<file path="src/rtl/alu_mul_seq_pkg.sv">
// Shared definitions for the sequential shift-add multiplier: state encodings,
// iteration count and the ALU opcode that selects this unit.
package alu_mul_seq_pkg;

   localparam int MUL_ITERATIONS = 32;
   localparam int MUL_CNT_W      = $clog2(MUL_ITERATIONS);

   // Opcode the surrounding ALU decoder uses to route work to this unit
   localparam logic [3:0] ALU_OP_MUL = 4'b1010;

   typedef enum logic [1:0] {
      S_IDLE = 2'd0,
      S_RUN  = 2'd1,
      S_DONE = 2'd2
   } mul_state_e;

endpackage

</file>
<file path="src/rtl/alu_mul_seq_mul_step.sv">
// One combinational add-and-shift iteration of the multiplier (module mul_step).
module mul_step #(
   parameter int XLEN = 32
) (
   input  logic [XLEN-1:0] acc_i,
   input  logic [XLEN-1:0] mcand_i,
   input  logic [XLEN-1:0] mplier_i,
   output logic [XLEN-1:0] acc_o,
   output logic [XLEN-1:0] mcand_o,
   output logic [XLEN-1:0] mplier_o
);

   always_comb begin
      acc_o    = mplier_i[0] ? (acc_i + mcand_i) : acc_i;
      mcand_o  = {mcand_i[XLEN-2:0], 1'b0};
      mplier_o = {1'b0, mplier_i[XLEN-1:1]};
   end

endmodule

</file>
<file path="src/rtl/alu_mul_seq.sv">
// Sequential 32x32 -> low-32 shift-add multiplier with valid/ready handshakes.
// Optional macro MUL_EARLY_EXIT_EN: finish as soon as the multiplier reg is zero.
//
//   state  | meaning
//   S_IDLE | waiting for operands, start_ready=1
//   S_RUN  | one add-and-shift iteration per cycle
//   S_DONE | product on w, waiting for result_ready
module alu_mul_seq
   import alu_mul_seq_pkg::*;
#(
   parameter int XLEN = 32
) (
   input  logic            clk,
   input  logic            reset,
   input  logic            kill,
   input  logic            start_valid,
   output logic            start_ready,
   input  logic [XLEN-1:0] x,
   input  logic [XLEN-1:0] y,
   output logic            result_valid,
   input  logic            result_ready,
   output logic [XLEN-1:0] w,
   output logic            busy
);

   mul_state_e           state_q, state_d;
   logic [XLEN-1:0]      acc_q, acc_d;
   logic [XLEN-1:0]      mcand_q, mcand_d;
   logic [XLEN-1:0]      mplier_q, mplier_d;
   logic [MUL_CNT_W-1:0] cnt_q, cnt_d;

   logic [XLEN-1:0]      step_acc, step_mcand, step_mplier;
   logic                 early_done;

   mul_step #(.XLEN(XLEN)) u_step (
      .acc_i    (acc_q),
      .mcand_i  (mcand_q),
      .mplier_i (mplier_q),
      .acc_o    (step_acc),
      .mcand_o  (step_mcand),
      .mplier_o (step_mplier)
   );

`ifdef MUL_EARLY_EXIT_EN
   assign early_done = (step_mplier == '0);
`else
   assign early_done = 1'b0;
`endif

   always_ff @(posedge clk) begin
      if (reset) begin
         state_q  <= S_IDLE;
         acc_q    <= '0;
         mcand_q  <= '0;
         mplier_q <= '0;
         cnt_q    <= '0;
      end else begin
         state_q  <= state_d;
         acc_q    <= acc_d;
         mcand_q  <= mcand_d;
         mplier_q <= mplier_d;
         cnt_q    <= cnt_d;
      end
   end

   always_comb begin
      state_d  = state_q;
      acc_d    = acc_q;
      mcand_d  = mcand_q;
      mplier_d = mplier_q;
      cnt_d    = cnt_q;
      case (state_q)
         S_IDLE: begin
            if (start_valid) begin
               acc_d    = '0;
               mcand_d  = x;
               mplier_d = y;
               cnt_d    = '0;
               state_d  = S_RUN;
            end
         end
         S_RUN: begin
            acc_d    = step_acc;
            mcand_d  = step_mcand;
            mplier_d = step_mplier;
            cnt_d    = cnt_q + 1'b1;
            if ((cnt_q == MUL_CNT_W'(MUL_ITERATIONS - 1)) || early_done) begin
               state_d = S_DONE;
            end
         end
         S_DONE: begin
            if (result_ready) begin
               state_d = S_IDLE;
            end
         end
         default: state_d = S_IDLE;
      endcase
      // Flush wins over accept and over result consumption
      if (kill) begin
         state_d = S_IDLE;
      end
   end

   assign start_ready  = (state_q == S_IDLE);
   assign result_valid = (state_q == S_DONE);
   assign busy         = (state_q == S_RUN) || (state_q == S_DONE);
   assign w            = result_valid ? acc_q : '0;

endmodule

</file>
<file path="config.mk">
export PLATFORM = sky130hd
export DESIGN_NAME = alu_mul_seq
export DESIGN_NICKNAME = d
export VERILOG_FILES = /design/src/rtl/alu_mul_seq_pkg.sv /design/src/rtl/alu_mul_seq_mul_step.sv /design/src/rtl/alu_mul_seq.sv
export SDC_FILE = /design/constraint.sdc
export NUM_CORES = 1
export LEC_CHECK = 0
export CORE_UTILIZATION = 45
export DETAILED_ROUTE_END_ITERATION = 8
export PLACE_DENSITY_LB_ADDON = 0.25
export SYNTH_ARGS = -nofsm -noshare
export SYNTH_HDL_FRONTEND = slang
export SYNTH_SLANG_ARGS = --single-unit
</file>
<file path="constraint.sdc">
create_clock -name clk -period 2.9 [get_ports clk]
set_clock_uncertainty 0.05 [all_clocks]
set_input_delay 0.29 -clock clk [delete_from_list [all_inputs] [get_ports clk]]
set_output_delay 0.29 -clock clk [all_outputs]
set_load 0.005 [all_outputs]
</file>
==> results.py <==
metrics = {
    "status": {
        "outcome": "finished, final reports clean",
    },
    "yosys": {
        "yosys_warnings": 0,
        "synth.net_count": 840,
        "synth_sequential_area_ratio_pct": 33.1,
        "synth_flop_cell": "dfxtp_1",
        "synthesis.area_per_instance_um2": 8.48,
        "ys_async_sr_fraction_pct": 0,
        "synthesized_instance_count": 734,
        "syn-cell-area_mm2": 0.00622,
        "synthDistinctLibCells": 62,
        "number_of_synthesized_register_bits": 103,
        "synth_enable_flop_cells": 0,
    },
    "critical_path": {
        "slowest_delay_ps": 390,
        "critPathSlowestCell": "or4_1",
        "worst_setup_path_start_kind": "flop",
        "critPathRequiredTime_ps": 3150,
        "worstPathCellList": "ha_4 -> inv_2 -> fa_2 -> and2b_1 -> o2111ai_2 -> a311o_1 -> a311oi_2 -> a21o_1 -> nand2_2 -> or4_1 -> nand3_1",
        "timing.setup.critical_path_class": "reg2reg",
        "cp-end-kind": "flop",
        "worst-endpoint-arrival_ps": 2990,
        "crit_path_max_fanout": 3,
    },
    "timing": {
        "setup_viol": 0,
        "min_period_over_period_pct": 94.4,
        "hold-worst-slack_ps": 410,
        "final_critical_path_setup_slack_ps": 162,
        "finalHoldViolations": 0,
        "timing.final.crit_period_ps": 2740,
        "rsz0062_at_grt": "no",
        "clock.fmax_mhz": 365,
        "final_max_slew_viol_count": 0,
        "timing_worst_slew_pin_value_ps": 1100,
        "relSlewSlack_pct": 26.6,
        "total_negative_setup_slack_ps": 0,
    },
    "power_and_ir_drop": {
        "intPower_uw": 2470,
        "clock_power_share_pct": 37.1,
        "share_comb_of_total_power_pct": 16.7,
        "power.net_switching_uw": 915,
        "switching_share_pct": 27.0,
        "power.sequential.fraction_pct": 46.1,
        "peak_ir_drop_on_the_vdd_network_mv": 0.429,
        "power.total_uw": 3380,
        "leakage_uw": 0.00309,
        "p_per_area_mw_per_mm2": 434,
    },
    "detailed_routing": {
        "routed-via-count": 5718,
        "antenna_violating_nets_post_route": 0,
        "vias_per_cell": 5.73,
        "routed_wl_um": 15600,
        "post-route-drc-count": 0,
        "wl_per_cell_um": 15.6,
        "drt-pass1-iter-count": 7,
        "detailedRoute.firstIterationViolations": 376,
    },
    "floorplan": {
        "placementRows": 42,
        "die-area_mm2": 0.0143,
        "floorplan_die_width_um": 120,
        "start_util_pct": 46.6,
        "ios": 104,
        "die-height_um": 120,
        "design.core.area_mm2": 0.0133,
    },
    "global_routing": {
        "grt_start_max_net_pins": 83,
        "grt_util_all_layers_pct": 21.9,
        "number_of_global_route_vias_before_repair": 5342,
        "grt_pass1_wl_um": 25400,
        "gr-total-overflow": 0,
        "antenna_found_initial": 0,
    },
    "clock_network": {
        "tritoncts.num_buffers": 9,
        "h-tree-depth": 3,
        "clockBufferDepth": 2,
        "clock_edge_transition_at_the_registers_on_the_reported_setup_and_hold_paths_ps": 70,
        "clock_root_buffer": "clkbuf_16",
        "tritoncts": "built",
        "clk_latency_ps": 360,
        "hold_buffers": 0,
        "cts_sinks": 103,
    },
    "placed_design": {
        "final_estimated_routing_congestion_in_global_placement": 0.918,
        "dp_slack_ps": 9.01,
        "hpwl_um": 11300,
        "placement.cell_area_mm2": 0.00743,
        "port_buffers": 103,
    },
    "cells_and_area": {
        "share_of_cells_above_drive_strength_1_pct": 6.57,
        "post_synthesis_to_final_layout_area_growth_pct": 25.2,
        "layout_commonest_cell": "clkdlybuf4s50_1",
        "fin_nets": 923,
        "insertedDiodeCount": 0,
        "fin_area_mm2": 0.00779,
        "most_frequent_cells_in_the_layout": "clkdlybuf4s50_1, dfxtp_1, nor2_1",
    },
    "run": {
        "maxCapViolations": 0,
    },
    "hold_path": {
        "hold_path_class": "in2reg",
    },
}
path summary, 6_finish.rpt:
check                              start                   endpoint  slack, ps  cells past startpoint
setup reg to reg   acc_q[0]$_SDFFE_PP0P_     acc_q[28]$_SDFFE_PP0P_        160                     11
hold / removal                     reset  mplier_q[13]$_SDFFE_PP0P_        410                      2
setup / recovery   acc_q[0]$_SDFFE_PP0P_     acc_q[28]$_SDFFE_PP0P_        160                     11
hold reg to reg   acc_q[30]$_SDFFE_PP0P_     acc_q[30]$_SDFFE_PP0P_        430                      2
registers in the layout, indices dropped and copies added, names as in the netlist:
| name | count |
|---|---|
| acc_q | 32 |
| cnt_q | 5 |
| mcand_q | 32 |
| mplier_q | 32 |
| state_q | 2 |
power groups by stage:
stage / Clock, uW / Combinational (uW) / Sequential, uW
2_1_floorplan: 0 / 377 / 1570
3_3_place_gp: 0 / 546 / 1590
3_5_place_dp: 0 / 564 / 1590
4_1_cts: 1290 / 568 / 1560
5_1_grt: 1340 / 627 / 1570
6_report: 1260 / 566 / 1560
cells in the mapped netlist, types with 3 or more instances:
cell | instances | area share, %
o211ai_1 | 4 | 0.48
nand2b_1 | 3 | 0.30
nand2_1 | 39 | 2.4
nor2_1 | 99 | 6.0
clkbuf_1 | 36 | 2.2
inv_1 | 13 | 0.78
a21o_1 | 16 | 1.9
nor3_1 | 8 | 0.64
xnor2_1 | 16 | 2.3
dfxtp_1 | 103 | 33
or4_1 | 3 | 0.36
a31o_2 | 3 | 0.42
buf_2 | 3 | 0.24
a211oi_1 | 62 | 7.5
o221ai_1 | 4 | 0.56
o21ai_0 | 23 | 1.8
a22oi_1 | 15 | 1.8
o21bai_1 | 3 | 0.36
nor3b_1 | 3 | 0.36
buf_1 | 11 | 0.66
and3_1 | 7 | 0.70
nand4_1 | 7 | 0.70
o21ai_1 | 6 | 0.48
nand3_1 | 9 | 0.72
a21oi_1 | 35 | 2.8
a31oi_1 | 6 | 0.60
xor2_1 | 10 | 1.4
ha_1 | 36 | 7.2
mux2i_1 | 66 | 11
nor2b_1 | 7 | 0.70
and2_1 | 33 | 3.3
o21a_1 | 4 | 0.48
a211o_1 | 5 | 0.70
layer usage:
metal | wire length (um) | up-vias | global-route usage [%]
met1 | 7010 | 2667 | 27.4
met5 | 0 | - | 0
met3 | 833 | 26 | 5.42
li1 | - | 2859 | -
met2 | 7460 | 166 | 37.0
met4 | 291 | 0 | 6.88
worst max-delay path, delay by kind of cell (launching register included):
kind,cells,cell delay (ps)
flops,1,370
simple gates,4,770
compound gates,4,970
buf+inv,1,40
fa+ha+maj,2,480
through the flow:
stage,utilization [%],std cells
3_5_place_dp,55.7,978
6_report,58.4,998
4_1_cts,58.2,997
5_1_grt,58.4,998
3_3_place_gp,55.7,978
2_1_floorplan,-,734
cell type report:
class,count,area (um^2)
multi-input cells,567,3960
repair buffers,123,1190
clock buffers,10,239
well taps,176,220
flip-flops and latches,103,2060
clock inverters,6,68.8
inverters,13,48.8
fillers,1212,5550
logic make-up after synthesis:
kind of cell	Yosys count	synth area share, %
flops	103	33.1
compound gates	208	23.5
fa+ha+maj	37	7.56
simple gates	230	17.6
buf+inv	64	3.94
mux	66	10.6
xor+xnor	26	3.66
repair_timing:
| action | 4_1_cts | 5_1_grt |
|---|---|---|
| pin swaps | 3 | 4 |
| buffers inserted | 3 | 1 |
| endpoints found under the setup margin | 3 | 4 |
| resized for setup | 5 | 3 |
(Power assumes the default switching activity.)
